[src/rtl/seq_mult8_shift_add_pkg.sv]
// Shared definitions for the team's multi-cycle arithmetic blocks.
package seq_mult8_shift_add_pkg;

  localparam int WIDTH = 8;
  localparam int CNT_W = 3;

  typedef enum logic [1:0] {
    IDLE = 2'd0,
    RUN  = 2'd1,
    DONE = 2'd2
  } state_e;

endpackage

[src/rtl/seq_mult8_shift_add_adder.sv]
// 8-bit carry-lookahead adder/subtractor: S = A + (E ^ {8{m}}) + m.
// c7 is the carry out of bit 7, c6 the carry out of bit 6.
module adder (
  input  logic [7:0] A,
  input  logic [7:0] E,
  input  logic       m,
  output logic [7:0] S,
  output logic       c7,
  output logic       c6
);

  logic [7:0] e_x;
  logic [7:0] gen;
  logic [7:0] prop;
  logic [7:0] carry;

  assign e_x  = E ^ {8{m}};
  assign gen  = A & e_x;
  assign prop = A ^ e_x;

  // Each carry is expanded as a flat generate/propagate term, not rippled.
  always_comb begin
    carry = '0;
    for (int i = 0; i < 8; i++) begin
      logic pp;
      logic cc;
      cc = gen[i];
      pp = prop[i];
      for (int j = i - 1; j >= 0; j--) begin
        cc = cc | (pp & gen[j]);
        pp = pp & prop[j];
      end
      carry[i] = cc | (pp & m);
    end
  end

  assign S  = prop ^ {carry[6:0], m};
  assign c7 = carry[7];
  assign c6 = carry[6];

endmodule

[src/rtl/seq_mult8_shift_add.sv]
// Sequential unsigned 8x8 -> 16 shift-add multiplier with valid/ready on both sides.
// One conditional add and one right shift per RUN cycle, 8 cycles per operand pair.
module seq_mult8_shift_add
  import seq_mult8_shift_add_pkg::*;
#(
  parameter int WIDTH = seq_mult8_shift_add_pkg::WIDTH
) (
  input  logic               clk,
  input  logic               rst,
  input  logic               in_valid,
  output logic               in_ready,
  input  logic [WIDTH-1:0]   a,
  input  logic [WIDTH-1:0]   b,
  output logic               out_valid,
  input  logic               out_ready,
  output logic [2*WIDTH-1:0] product,
  output logic               busy
);

  if (WIDTH != 8) begin : g_bad_width
    $error("seq_mult8_shift_add supports WIDTH=8 only");
  end

  state_e           state_q;
  logic [WIDTH-1:0] mcand_q;
  logic [WIDTH-1:0] acc_hi_q;
  logic [WIDTH-1:0] acc_lo_q;
  logic [CNT_W-1:0] cnt_q;

  logic [WIDTH-1:0] add_e;
  logic [WIDTH-1:0] add_s;
  logic             add_c7;
  logic             add_c6_unused;

  assign add_e = acc_lo_q[0] ? mcand_q : '0;

  adder u_adder (
    .A  (acc_hi_q),
    .E  (add_e),
    .m  (1'b0),
    .S  (add_s),
    .c7 (add_c7),
    .c6 (add_c6_unused)
  );

  // NOTE: all state uses non-blocking assignments so every register samples pre-edge values.
  always_ff @(posedge clk) begin
    if (rst) begin
      state_q  <= IDLE;
      mcand_q  <= '0;
      acc_hi_q <= '0;
      acc_lo_q <= '0;
      cnt_q    <= '0;
    end else begin
      case (state_q)
        IDLE: begin
          if (in_valid) begin
            mcand_q  <= a;
            acc_lo_q <= b;
            acc_hi_q <= '0;
            cnt_q    <= '0;
            state_q  <= RUN;
          end
        end
        RUN: begin
          // The 9-bit sum (carry included) shifts down into the accumulator.
          {acc_hi_q, acc_lo_q} <= {add_c7, add_s, acc_lo_q[WIDTH-1:1]};
          cnt_q                <= cnt_q + CNT_W'(1);
          if (cnt_q == CNT_W'(WIDTH - 1)) state_q <= DONE;
        end
        DONE: begin
          if (out_ready) state_q <= IDLE;
        end
        default: state_q <= IDLE;
      endcase
    end
  end

  // in_ready is gated by rst so upstream never sees acceptance during reset.
  assign in_ready  = (state_q == IDLE) && !rst;
  assign busy      = (state_q == RUN);
  assign out_valid = (state_q == DONE);
  assign product   = {acc_hi_q, acc_lo_q};

endmodule

[config.mk]
export PLATFORM = sky130hd
export DESIGN_NAME = seq_mult8_shift_add
export DESIGN_NICKNAME = d
export VERILOG_FILES = /design/src/rtl/seq_mult8_shift_add_pkg.sv /design/src/rtl/seq_mult8_shift_add_adder.sv /design/src/rtl/seq_mult8_shift_add.sv
export SDC_FILE = /design/constraint.sdc
export NUM_CORES = 1
export LEC_CHECK = 0
export ABC_AREA = 1
export CELL_PAD_IN_SITES_DETAIL_PLACEMENT = 1
export CELL_PAD_IN_SITES_GLOBAL_PLACEMENT = 2
export CORE_MARGIN = 2
export CORE_UTILIZATION = 28
export CTS_BUF_LIST = sky130_fd_sc_hd__clkbuf_8
export DETAILED_ROUTE_END_ITERATION = 8
export PLACE_DENSITY_LB_ADDON = 0.08
export SKIP_LAST_GASP = 1
export SYNTH_ARGS = -nofsm -noshare
export SYNTH_HDL_FRONTEND = slang
export SYNTH_HIERARCHICAL = 1
export SYNTH_SLANG_ARGS = --single-unit
[constraint.sdc]
create_clock -name clk -period 2.1 [get_ports clk]
set_input_delay 0.42 -clock clk [delete_from_list [all_inputs] [get_ports clk]]
set_output_delay 0.42 -clock clk [all_outputs]
set_load 0.1 [all_outputs]
# After elaboration in Yosys (flattened, before gate mapping)
# Cells that the tools add are included.
[word_totals]
out_inout_bits = 19
regBits = 29
[classes]
n_eq_ne = 6
bitwise_logic = 80
addsub = 1
reduce_logical = 7
n_mux = 11
[ops]
columns = ["operator", "count"]
rows = [
  ["bitwise AND 1 bit", 49],
  ["one-hot mux 8 bit (2 select lines)", 2],
  ["OR 1 bit", 28],
  ["2-to-1 mux 8 bit", 3],
  ["XOR 8 bit", 2],
  ["bitwise AND 8 bit", 1],
  ["2-to-1 mux 2 bit", 3],
  ["one-hot mux 2 bit (3 select lines)", 1],
  ["one-hot mux 3 bit (2 select lines)", 1],
  ["inequality test 2 x 1 -> 1 bit, second input constant", 2],
  ["AND reduction 2 bit", 2],
  ["adder 3 x 1 -> 3 bit, second input constant", 1],
  ["equality test 3 bit, second input constant", 1],
  ["2-to-1 mux 3 bit", 1],
  ["AND reduction 3 bit", 1],
  ["equality test 2 x 1 -> 1 bit, second input constant", 1],
  ["equality test 2 bit, second input constant", 1],
  ["logical NOT 2 bit", 1],
  ["inequality test 2 bit, second input constant", 1],
  ["nonzero test 2 bit", 1],
  ["logical AND 1 bit", 1],
  ["logical NOT 1 bit", 1],
]

# Depth between registers and ports, before layout
# Gate-level depths: netlist of the first run.
[depth]
ltp_word = 11
ltp_mapped = 15
depth_no_buf = 14

# Modules after synthesis
# The synthesis of the first run kept the hierarchy.
[by_module_without_submodules]
columns = ["module", "cells_per_inst", "area_each_um2", "instances"]
rows = [
  ["seq_mult8_shift_add", 196, 1351.3, 1],
  ["adder", 88, 544.3, 1],
]

# Least setup slack after synthesis of the first run
# No wires, ideal clock.
[synth_path]
path_kind = "reg2reg"
from = "reg acc_lo_q[0]"
to = "reg acc_hi_q[5]"
t_required_ns = 2.034
slack_ns = -0.510
stages_incl_launch_ff = 15
setup_ns = 0.066
arrival_time_ns = 2.544
cell_sequence = "dfxtp_1 -> clkbuf_1 -> nand2_1 -> inv_1 -> xor2_1 -> ha_1 -> inv_2 -> o21bai_1 -> nor2_1 -> nand2_1 -> nand2_1 -> nand3_1 -> nand2_1 -> nand2_1 -> a21oi_2"
[synth_via]
elab_chain_cells = 10
word_cells_on_any_way = 19
cone_classes = "2 x mux; 17 x bitwise"
[synth_rtl]
columns = ["element", "line", "rtl"]
rows = [
  ["from (decl)", "seq_mult8_shift_add.sv:27", "logic [WIDTH-1:0] acc_lo_q;"],
  ["from (signal assigned)", "seq_mult8_shift_add.sv:67", "{acc_hi_q, acc_lo_q} <= {add_c7, add_s, acc_lo_q[WIDTH-1:1]};"],
  ["2-to-1 mux 8 bit (*)", "seq_mult8_shift_add.sv:35", "assign add_e = acc_lo_q[0] ? mcand_q : '0;"],
  ["named net add_e[4]", "seq_mult8_shift_add.sv:30", "logic [WIDTH-1:0] add_e;"],
  ["bitwise AND 8 bit or XOR 8 bit (tied branches)", "seq_mult8_shift_add_adder.sv:18, seq_mult8_shift_add_adder.sv:19", ""],
  ["bitwise AND 1 bit (on tied branches)", "seq_mult8_shift_add_adder.sv:30, seq_mult8_shift_add_adder.sv:31", ""],
  ["OR 1 bit, or another cell as far along (3 in series)", "seq_mult8_shift_add_adder.sv:30", "cc = cc | (pp & gen[j]);"],
  ["OR 1 bit or bitwise AND 1 bit (tied branches)", "seq_mult8_shift_add_adder.sv:30", ""],
  ["OR 1 bit (*)", "seq_mult8_shift_add_adder.sv:30", ""],
  ["XOR 8 bit (*)", "seq_mult8_shift_add_adder.sv:37", "assign S = prop ^ {carry[6:0], m};"],
  ["named net add_s[6]", "seq_mult8_shift_add.sv:31", "logic [WIDTH-1:0] add_s;"],
  ["one-hot mux 8 bit (2 select lines) (*)", "seq_mult8_shift_add.sv:55", "case (state_q)"],
  ["to (signal assigned)", "seq_mult8_shift_add.sv:67", ""],
  ["to (decl)", "seq_mult8_shift_add.sv:26", "logic [WIDTH-1:0] acc_hi_q;"],
]
# The timed path passes the listed nets; every way through them passes the cells marked *.
# A chain may end at the register's enable or synchronous reset.

# Worst setup path after layout of the first run
[layout_path]
from = "reg acc_lo_q[0]"
to = "reg acc_hi_q[5]"
[layout_via]
word_cells_on_any_way = 19
cone_classes = "2 x mux; 17 x bitwise"
[layout_lines]
columns = ["element", "line"]
rows = [
  ["2-to-1 mux 8 bit (*)", "seq_mult8_shift_add.sv:35"],
  ["named net add_e[1]", "seq_mult8_shift_add.sv:30"],
  ["bitwise AND 8 bit or XOR 8 bit (tied branches)", "seq_mult8_shift_add_adder.sv:18, seq_mult8_shift_add_adder.sv:19"],
  ["bitwise AND 1 bit (on tied branches)", "seq_mult8_shift_add_adder.sv:30, seq_mult8_shift_add_adder.sv:31"],
  ["OR 1 bit or bitwise AND 1 bit (tied branches)", "seq_mult8_shift_add_adder.sv:30"],
  ["OR 1 bit (*)", "seq_mult8_shift_add_adder.sv:30"],
  ["XOR 8 bit (*)", "seq_mult8_shift_add_adder.sv:37"],
  ["named net add_s[6]", "seq_mult8_shift_add.sv:31"],
  ["one-hot mux 8 bit (2 select lines) (*)", "seq_mult8_shift_add.sv:55"],
]
# Marked as above.

==> results of run 1 <==
-- final cells by class --
class                   count  area [µm²]
fillers                   850        3940
multi-input cells         215        1170
inverters                  33         125
repair buffers             45         423
flip-flops and latches     29         588
well taps                  77        96.3
clock buffers               6        82.6
clock inverters             2        33.8
-- registers in the layout, indices dropped and copies added, names as in the netlist --
| name | count |
|---|---|
| acc_hi_q | 8 |
| acc_lo_q | 8 |
| mcand_q | 8 |
| cnt_q | 3 |
| state_q | 2 |
-- power breakdown --
part | internal (mW) | total, mW | switching, mW
clock network | 0.382 | 0.603 | 0.221
logic | 0.207 | 0.653 | 0.446
registers | 0.595 | 0.636 | 0.0413
-- through the flow --
step | power, mW | TNS [ns] | worst slack [ns] | hold slack [ns]
4_1_cts | 1.91 | 0 | 0.0716 | 0.482
5_1_grt | 2.01 | 0 | 0.000401 | 0.505
3_5_place_dp | 1.30 | 0 | 0.0984 | 0.471
6_report | 1.89 | 0 | 0.155 | 0.481
3_3_place_gp | 1.30 | 0 | 0.150 | 0.461
2_1_floorplan | 1.13 | -0.0288 | -0.0288 | 0.445
-- logic make-up (layout without fill, tap and decap cells) --
group	after synthesis	in the layout	synth area share, %
AO/OA/AOI/OAI	29	29	10.3
XOR/XNOR	13	13	6.01
adder cells (fa/ha/maj)	12	12	7.92
buffers and inverters	42	86	10.0
flip-flops	29	29	30.6
multiplexers	1	1	0.528
other	1	3	0.198
AND/OR/NAND/NOR	157	157	34.4
-- what timing repair did --
action / in CTS / in global routing
hold buffers: 0 / 0
gates resized for setup: 0 / 5
setup endpoints to repair: 0 / 3
-- critical path, delay by kind of cell (launching register included) --
kind / cells / cell delay, ns
AO/OA/AOI/OAI: 1 / 0.13
XOR/XNOR: 1 / 0.15
adder cells (fa/ha/maj): 1 / 0.32
buffers and inverters: 1 / 0.07
flip-flops: 1 / 0.40
AND/OR/NAND/NOR: 9 / 0.81
-- cells in the mapped netlist, types with 2 or more instances --
library cell  count  area share [%]
nand4_1           3            0.99
nor3_1            2            0.53
inv_2             2            0.40
xor2_1           12             5.5
nand3_1          14             3.7
o21ai_0          11             2.9
a21oi_1           5             1.3
nand2_1          83              16
a21oi_2           9             4.2
buf_6             3             1.8
inv_1            30             5.9
nand3_2           2             1.1
nor2_1           50             9.9
buf_2             4             1.1
dfxtp_1          29              31
ha_1             12             7.9
-- per-layer routing --
metal  GRT usage [%]  share of wire [%]  vias up
li1                -                  -      961
met1            21.1                 51      796
met2            21.9                 43       32
met3            3.62                4.4        8
met4            4.55                1.2        0
met5               0                  0        -
-- worst max path at each step --
stage | endpoint | slack, ns | depth (start not counted)
after floorplan | acc_hi_q[5] | -0.03 | 10
after global placement | acc_hi_q[5] | 0.15 | 13
after detailed placement | acc_hi_q[5] | 0.1 | 13
after CTS | acc_hi_q[5] | 0.07 | 13
after global routing | acc_hi_q[5] | 0.0004 | 13
final | acc_hi_q[5] | 0.15 | 13
==> impl_metrics.env, run 1 <==
export IMPL_cp_end_kind="register"
export IMPL_drive_gt1_share_pct=18.5
export IMPL_dieHeight_um=86.3
export IMPL_startpoint_type="register"
export IMPL_hold_violations=0
export IMPL_final_cells=407
export IMPL_power_density_nw_per_um2=752
export IMPL_grt_max_degree=20
export IMPL_place_hpwl_mm=4.04
export IMPL_worstPathMaxFanout=10
export IMPL_slowest_delay_ns=0.40
export IMPL_min_path_type="reg -> reg"
export IMPL_clk_path_buf_depth=2
export IMPL_path_class="reg -> reg"
export IMPL_cp_common_cell="nand2_1"
export IMPL_drtIter0Drc=42
export IMPL_synth_warnings=6
export IMPL_io_pins=39
export IMPL_die_w_um=86.3
export IMPL_port_buffers=38
export IMPL_period_needed_ns=1.95
export IMPL_rsz0062_at_grt="false"
export IMPL_placed_cells=399
export IMPL_clk_pin_slew_ns=0.07
export IMPL_r2r_slack_ns=0.15
export IMPL_antenna_found_initial=0
export IMPL_vias_per_cell=4.42
export IMPL_grt_overflow=0
export IMPL_yosys_register_bits=29
export IMPL_core_area_um2=6460
export IMPL_post_cts_setup_buffers=0
export IMPL_postRouteAntennaNets=0
export IMPL_track_usage_pct=14.8
export IMPL_synth_edf_count=0
export IMPL_min_path_cells=2
export IMPL_rows=29
export IMPL_finalMaxSlewViolations=0
export IMPL_synthFlopType="dfxtp_1"
export IMPL_leakage_nw=1.24
export IMPL_h_tree_depth=2
export IMPL_die_area_um2=7440
export IMPL_final_cell_mix="83 x nand2_1, 48 x nor2_1, 31 x inv_1"
export IMPL_min_period_over_period_pct=92.6
export IMPL_cts_tree="built"
export IMPL_holdPathEnd="cnt_q[1]"
export IMPL_ir_worst_vdd_mv=0.373
export IMPL_skew_ns=0.00929
export IMPL_start_util_pct=29.3
export IMPL_max_slew_margin_pct=63.1
export IMPL_crit_required_ns=2.30
export IMPL_fin_area_um2=2520
export IMPL_timing_rr_start="acc_lo_q[0]"
export IMPL_areaGrowthSynthToFinish_pct=32.7
export IMPL_syn_cell_area_um2=1900
export IMPL_synth_area_per_cell_um2=6.67
export IMPL_dpl_cell_area_um2=2370
export IMPL_drt_drc_violations_left=0
export IMPL_grt_pass1_vias=1757
export IMPL_critPathLaunch="acc_lo_q[0]"
export IMPL_finalSetupViolations=0
export IMPL_clock_sink_count=29
export IMPL_drt_total_wl_mm=5.07
export IMPL_insertedDiodeCount=0
export IMPL_layout_commonest_cell="nand2_1"
export IMPL_post_route_util_pct=39.0
export IMPL_reg2reg_depth=13
export IMPL_wl_per_cell_um=12.4
export IMPL_async_reset_ff_share_pct=0
export IMPL_fin_nets=361
export IMPL_fmax_mhz=514
export IMPL_synth_cell_types=29
export IMPL_grt_pass1_wl_mm=8.67
export IMPL_drtPass1Iterations=4
export IMPL_clock_latency_ns=0.28
export IMPL_synthCells=284
export IMPL_tightest_slew_ns=0.553
export IMPL_critPathSlowestCell="dfxtp_4"
export IMPL_maxCapViolCount=0
export IMPL_crit_chain="nand2_1 -> inv_1 -> xor2_1 -> ha_2 -> nand2_1 -> nand3_2 -> nand2_1 -> nand2_1 -> nand2_1 -> nand3_1 -> nand2_1 -> nand2_1 -> a21oi_2"
export IMPL_clockRootBuffer="clkbuf_8"
export IMPL_worstReg2RegEnd="acc_hi_q[5]"
export IMPL_routed_via_count=1797
export IMPL_critical_path_arrival_ns=2.15
export IMPL_numCtsBuffers=5
export IMPL_status="finished clean"
export IMPL_hp_start="cnt_q[1]"
export IMPL_gp_congestion=0.848
export IMPL_ys_seq_area_share_pct=30.6
Note: power is estimated with default switching activity, not from simulation.
==> run 2: changes to the inputs <==
--- a/config.mk
+++ b/config.mk
@@ -14,6 +14,7 @@
 export DETAILED_ROUTE_END_ITERATION = 8
 export PLACE_DENSITY_LB_ADDON = 0.08
 export SKIP_LAST_GASP = 1
+export SLEW_MARGIN = 20
 export SYNTH_ARGS = -nofsm -noshare
 export SYNTH_HDL_FRONTEND = slang
 export SYNTH_HIERARCHICAL = 1
==> results of run 2 <==
Same layout as run 1: the final DEF is identical, and so are final timing and power.
